`config.mk`:
```
export PLATFORM = sky130hd
export DESIGN_NAME = serial_addsub
export DESIGN_NICKNAME = d
export VERILOG_FILES = /design/src/rtl/serial_addsub.sv
export SDC_FILE = /design/constraint.sdc
export NUM_CORES = 1
export LEC_CHECK = 0
export CAP_MARGIN = 10
export CORE_AREA = 3 3 55 67
export DETAILED_ROUTE_END_ITERATION = 12
export DIE_AREA = 0 0 58 70
export DONT_BUFFER_PORTS = 1
export GPL_TIMING_DRIVEN = 1
export PLACE_DENSITY_LB_ADDON = 0.25
export SYNTH_ARGS = -nofsm -noshare
export SYNTH_HDL_FRONTEND = slang
export SYNTH_SLANG_ARGS = --single-unit
```
`constraint.sdc`:
```
create_clock -name clk -period 1.3 [get_ports clk]
set_input_delay 0.195 -clock clk [delete_from_list [all_inputs] [get_ports clk]]
set_output_delay 0.195 -clock clk [all_outputs]
set_load 0.01 [all_outputs]
```
`src/rtl/serial_addsub.sv`:
```
// serial_addsub: digit-serial adder/subtractor with a start/busy/done handshake.
// Operands are captured at start, then DIGIT bits per clock ripple through a
// small slice whose carry is registered between digits. The partial sum is
// shifted in from the top, so after N = WIDTH/DIGIT steps it is fully aligned.
module serial_addsub #(
   parameter int WIDTH = 8,
   parameter int DIGIT = 1
) (
   input  logic             clk,
   input  logic             rst,
   input  logic             start,
   input  logic             sub,
   input  logic [WIDTH-1:0] a,
   input  logic [WIDTH-1:0] b,
   input  logic             ci,
   output logic [WIDTH-1:0] s,
   output logic             c,
   output logic             ov,
   output logic             busy,
   output logic             done
);

   localparam int N  = (DIGIT > 0) ? WIDTH / DIGIT : 1;
   localparam int CW = (N > 1) ? $clog2(N) : 1;

   // Reject parameter sets that cannot be split into whole digits.
   generate
      if (WIDTH < 2 || DIGIT < 1 || DIGIT > WIDTH || (WIDTH % DIGIT) != 0) begin : g_bad_params
         $fatal(1, "serial_addsub: WIDTH must be >= 2 and DIGIT must divide WIDTH");
      end
   endgenerate

   typedef enum logic [1:0] {
      ST_IDLE,
      ST_RUN,
      ST_DONE
   } state_t;

   state_t           state_reg;
   state_t           state_next;
   logic             capture;
   logic             step;
   logic             finish;

   logic [WIDTH-1:0] a_reg;
   logic [WIDTH-1:0] b_reg;      // effective B (already inverted for subtract)
   logic             carry_reg;  // carry chained between digits
   logic             sub_reg;
   logic [WIDTH-1:0] acc_reg;    // partial sum, filled from the top
   logic [CW-1:0]    cnt_reg;
   logic [WIDTH-1:0] s_reg;
   logic             c_reg;
   logic             ov_reg;

   logic [DIGIT:0]   cy;
   logic [DIGIT-1:0] slice_sum;
   logic [WIDTH-1:0] acc_next;
   logic             last_digit;

   // DIGIT-wide ripple slice working on the lowest unprocessed bits.
   assign cy[0] = carry_reg;
   generate
      for (genvar gi = 0; gi < DIGIT; gi++) begin : g_slice
         assign slice_sum[gi] = a_reg[gi] ^ b_reg[gi] ^ cy[gi];
         assign cy[gi+1]      = (a_reg[gi] & b_reg[gi]) | (cy[gi] & (a_reg[gi] ^ b_reg[gi]));
      end
   endgenerate

   // New digit enters at the top; after N steps the LSB digit lands at bit 0.
   assign acc_next   = (acc_reg >> DIGIT) | (WIDTH'(slice_sum) << (WIDTH - DIGIT));
   assign last_digit = (cnt_reg == CW'(N - 1));

   // State register.
   always_ff @(posedge clk) begin
      if (rst) begin
         state_reg <= ST_IDLE;
      end else begin
         state_reg <= state_next;
      end
   end

   // Next-state logic and datapath control strobes.
   always_comb begin
      state_next = state_reg;
      capture    = 1'b0;
      step       = 1'b0;
      finish     = 1'b0;
      case (state_reg)
         ST_IDLE: begin
            if (start) begin
               capture    = 1'b1;
               state_next = ST_RUN;
            end
         end
         ST_RUN: begin
            step = 1'b1;
            if (last_digit) begin
               finish     = 1'b1;
               state_next = ST_DONE;
            end
         end
         ST_DONE: begin
            // Accepting here gives back-to-back operations without a bubble.
            if (start) begin
               capture    = 1'b1;
               state_next = ST_RUN;
            end else begin
               state_next = ST_IDLE;
            end
         end
         default: begin
            state_next = ST_IDLE;
         end
      endcase
   end

   // Operand capture, digit stepping and result load on completion.
   always_ff @(posedge clk) begin
      if (rst) begin
         a_reg     <= '0;
         b_reg     <= '0;
         carry_reg <= 1'b0;
         sub_reg   <= 1'b0;
         acc_reg   <= '0;
         cnt_reg   <= '0;
         s_reg     <= '0;
         c_reg     <= 1'b0;
         ov_reg    <= 1'b0;
      end else if (capture) begin
         a_reg     <= a;
         b_reg     <= b ^ {WIDTH{sub}};
         carry_reg <= ci ^ sub;
         sub_reg   <= sub;
         cnt_reg   <= '0;
      end else if (step) begin
         a_reg     <= a_reg >> DIGIT;
         b_reg     <= b_reg >> DIGIT;
         carry_reg <= cy[DIGIT];
         acc_reg   <= acc_next;
         cnt_reg   <= cnt_reg + 1'b1;
         if (finish) begin
            // On the last digit the slice's top bit is the operand MSB, so its
            // carry-in/carry-out give the whole-word overflow.
            s_reg  <= acc_next;
            c_reg  <= cy[DIGIT] ^ sub_reg;
            ov_reg <= cy[DIGIT] ^ cy[DIGIT-1];
         end
      end
   end

   assign s    = s_reg;
   assign c    = c_reg;
   assign ov   = ov_reg;
   assign busy = (state_reg == ST_RUN);
   assign done = (state_reg == ST_DONE);

endmodule

```
# Word-level counts from Yosys, hierarchy flattened
# Index checks and enable logic that the tools add are counted.
# totals
inputBits,21
wordCells,49
memories,0
rom_bits,0
out_inout_bits,12
reg_bits,41
mem_bits_rw,0
latch_bits,0
# op_classes
reduce_logical,7
add_sub_neg,1
div,0
mux,15
n_mul,0
bitwise_logic,11
order_cmp,0
shift,0
n_eq_ne,5
# ops
op,count
$mux 8,4
$mux 1,8
$or 7x8->8,1
$xor 8x8->8,1
$pmux 2 s3,1
$xor 1x1->1,5
$mux 2,2
$reduce_and 2->1,2
$reduce_or 2->1,2
$add 3x1->3 const B,1
$eq 3x3->1 const B,1
$reduce_and 3->1,1
$and 1x1->1,2
$eq 2x1->1 const B,1
$eq 2x2->1 const B,1
$logic_not 2->1,1
$ne 2x1->1 const B,1
$ne 2x2->1 const B,1
$reduce_bool 2->1,1
$not 1->1,1
$or 1x1->1,1

# Logic depth before layout (Yosys ltp)
# logic_depth
ltp_word,5
ltp_mapped,6
ltp_nobuf,5

# Worst setup path after synthesis
# No wires, ideal clock.
# synth_path
path_kind,flip-flop to flip-flop
from,register cnt_reg[0]
to,"register c_reg, in the netlist c"
arrival_time_ns,1.190
setup_ns,0.086
slack_ns,0.025
stages_incl_launch_ff,6
n_path_buf,1
cell_sequence,dfxtp_1 > ha_1 > ha_1 > and3b_1 > buf_2 > a211oi_1
# synth_between
elab_chain_len,4
# synth_lines
item,line,rtl
"start, declared",50,logic [CW-1:0] cnt_reg;
"start signal, assigned",140,cnt_reg <= cnt_reg + 1'b1;
$eq 3x3->1,71,assign last_digit = (cnt_reg == CW'(N - 1));
$mux 1,97,if (last_digit) begin
$mux 1,88,case (state_reg)
$reduce_and 3->1 (no source line),n/a,
"end signal, assigned",145,c_reg <= cy[DIGIT] ^ sub_reg;
"end, declared",52,logic c_reg;
# No other way between the ends.
# A chain may end at the register's enable or synchronous reset.

# Worst setup path in the final report
# layout_path
from,register cnt_reg[1]
to,"register s_reg[1], in the netlist s[1]"
# layout_between
elab_chain_len,4
# layout_lines
item,line,rtl
$eq 3x3->1,71,
$mux 1,97,
$mux 1,88,
$reduce_and 3->1 (no source line),n/a,
"end signal, assigned",144,s_reg <= acc_next;
"end, declared",51,logic [WIDTH-1:0] s_reg;
# No other way between the ends.

==> flow_summary.toml <==
[status]
outcome = "complete, but fails checks"
violations = "negative hold slack"

[sta]
hold_violations = 40
grt_setup_unrepaired = "true"
relSlewSlack_pct = 84.0
finalClockSkew_ps = 6.41
clock.fmax_mhz = 791
final.setup.worst_slack_ps = 35.4
setup-violations-final = 0
setup_tns_ps = 0
timing.hold.ws_ps = -92.6
fin_crit_ps = 1260
tightestPinTransition_ps = 240
finalMaxSlewViolations = 0
layout_worst_path_cycle_share_pct = 97.3

[die]
die_h_um = 70
row_count = 22
die_area_um2 = 4060
ios = 33
core_um2 = 3080
initial_core_util_pct = 53.6
die_w_um = 58

[clocking]
numCtsBuffers = 5
cts_root_buffer = "clkbuf_4"
cts_tree = "done"
numClockSinks = 40
htreeDepth = 2
clock_insertion_delay_worst_skew_ps = 330
cts_buffer_depth = 2
path_clk_slew_ps = 110

[placed_design]
hpwl_um = 2130
dp_cells = 221
routabilityCongestion = 0.721
pre_cts_ws_ps = -45.2
port_buffers = 0

[synthesis]
synthesis.nets = 215
async_flop_share_pct = 0
yosys_warnings = 0
syn_inst = 191
syn-cell-area_um2 = 1650
yosysTopAreaCellShare_pct = 48.4
synth_area_per_cell_um2 = 8.65
synth_top_area_cell = "dfxtp_1"
synthTopCellsByCount = "dfxtp_1 (40), nand2_1 (40), a21oi_1 (21)"
synth_edf_count = 0
netlist_top_cells_area = "dfxtp_1 (48%), nand2_1 (9.1%), a21oi_1 (6.4%)"
ys_seq_area_share_pct = 48.4
ys_types = 26
ys_seq_elements = 40
ys.flop_type = "dfxtp_1"

[cells_and_area]
syn2layout_area_growth_pct = 10.8
fin_cells = 233
final_util_pct = 59.4
antenna_cells = 0
layout-drive-gt1-share_pct = 17.8
final_nets = 221
fillers = 294

[routing]
drc = 0
post_drt_via_cell_ratio = 5.65
detail-route-antenna-nets = 0
wl_um = 3340
wl_per_cell_um = 14.4
vias = 1317
dr.first_iter.drc_count = 25
firstDrtPassIters = 4

[global_route]
grt_pass1_vias = 1246
grt_max_degree = 41
antenna_found_initial = 0
grt_usage_pct = 16.3
grt_pass1_wl_um = 5210
globalRouteOverflowTotal = 0

[setup_path]
startpoint_type = "register"
critPathMaxFanout = 6
arrival_ps = 1500
required_ps = 1540
critPathCaptureType = "register"
timing_worst_setup_path_type = "reg -> reg"

[worst_hold_path]
min_path_type = "in -> reg"

[job]
cap_violations = 0

[power]
power.density_nw_per_um2 = 1190
total_leakage_power_uw = 0.000652
vdd_ir_drop_max_mv = 0.936
finalPower_uw = 2180
critical path, cell delays in order (launching register included):
cell and delay, ps:
dfxtp_2 350, ha_4 160, ha_4 150, and3b_2 230
buf_4 150, nand2_1 60, a21oi_1 50
cell usage in the layout (no fill, tap or decap), types with 3 or more instances in the layout:
| cell | synthesis | final |
|---|---|---|
| dfxtp_1 | 40 | 37 |
| nor3_1 | 20 | 20 |
| a21oi_1 | 21 | 17 |
| buf_4 | 3 | 11 |
| nor2_1 | 7 | 7 |
| o22ai_1 | 9 | 9 |
| a21oi_2 | 0 | 4 |
| nand3_1 | 5 | 5 |
| clkbuf_4 | 0 | 5 |
| xor2_1 | 9 | 9 |
| xnor2_1 | 3 | 3 |
| nand2_1 | 40 | 39 |
| dfxtp_2 | 0 | 3 |
| a22oi_1 | 3 | 3 |
| a311oi_1 | 3 | 3 |
layer usage:
layer  wire, um  GRT usage [%]  up-vias
met4         48           6.19        0
met2       1730           28.3       34
met5          0              0        -
li1           -              -      666
met1       1370           18.3      610
met3        196           4.62        7
worst paths after layout:
| kind | startpoint | end | slack (ps) | cells past startpoint |
|---|---|---|---|---|
| worst max register to register | cnt_reg[1] | s[1] | 40 | 6 |
| worst min register to register | acc_reg[1] | acc_reg[1] | 460 | 2 |
| worst min-delay path | rst | s[7] | -90 | 1 |
| worst max-delay path | cnt_reg[1] | s[1] | 40 | 6 |
per-stage QoR:
step | hold slack [ps] | cell area (um2)
2_1_floorplan | 331 | 1650
3_3_place_gp | 268 | 1680
3_5_place_dp | 270 | 1680
4_1_cts | -98.1 | 1770
5_1_grt | -107 | 1830
6_report | -92.6 | 1830
area by class of cell:
class / instances / area (um2) / share of cell area [%]
clock buffer: 6 / 41.3 / 2.25
clock inverter: 1 / 5.00 / 0.273
inverter: 1 / 11.3 / 0.615
multi-input combinational: 135 / 810 / 44.2
sequential: 40 / 805 / 43.9
tap: 36 / 45.0 / 2.46
timing repair buffer: 13 / 109 / 5.94
timing repair inverter: 1 / 6.26 / 0.342
kinds of logic after synthesis:
family	count (synthesis)	share of synthesized area [%]
xor gates and xnor gates	12	6.36
adders and majority gates	3	2.73
AOI/OAI and AO/OA	39	14.1
DFF	40	48.4
buffers and inverters	16	5.83
and+or+nand+nor	79	21.3
muxes	2	1.21
report_power, final:
part | internal (uW) | switching, uW
Sequential | 1290 | 41.4
Clock | 199 | 361
Combinational | 132 | 154
Total | 1620 | 556
timing repair:
item	in CTS	in global routing
resized for setup	10	12
hold endpoints to repair	40	40
cloned	1	0
endpoints found under the setup margin	10	18
buffers inserted	3	1
pin swaps	0	3
No activity file was read; power rests on OpenSTA's default activity.
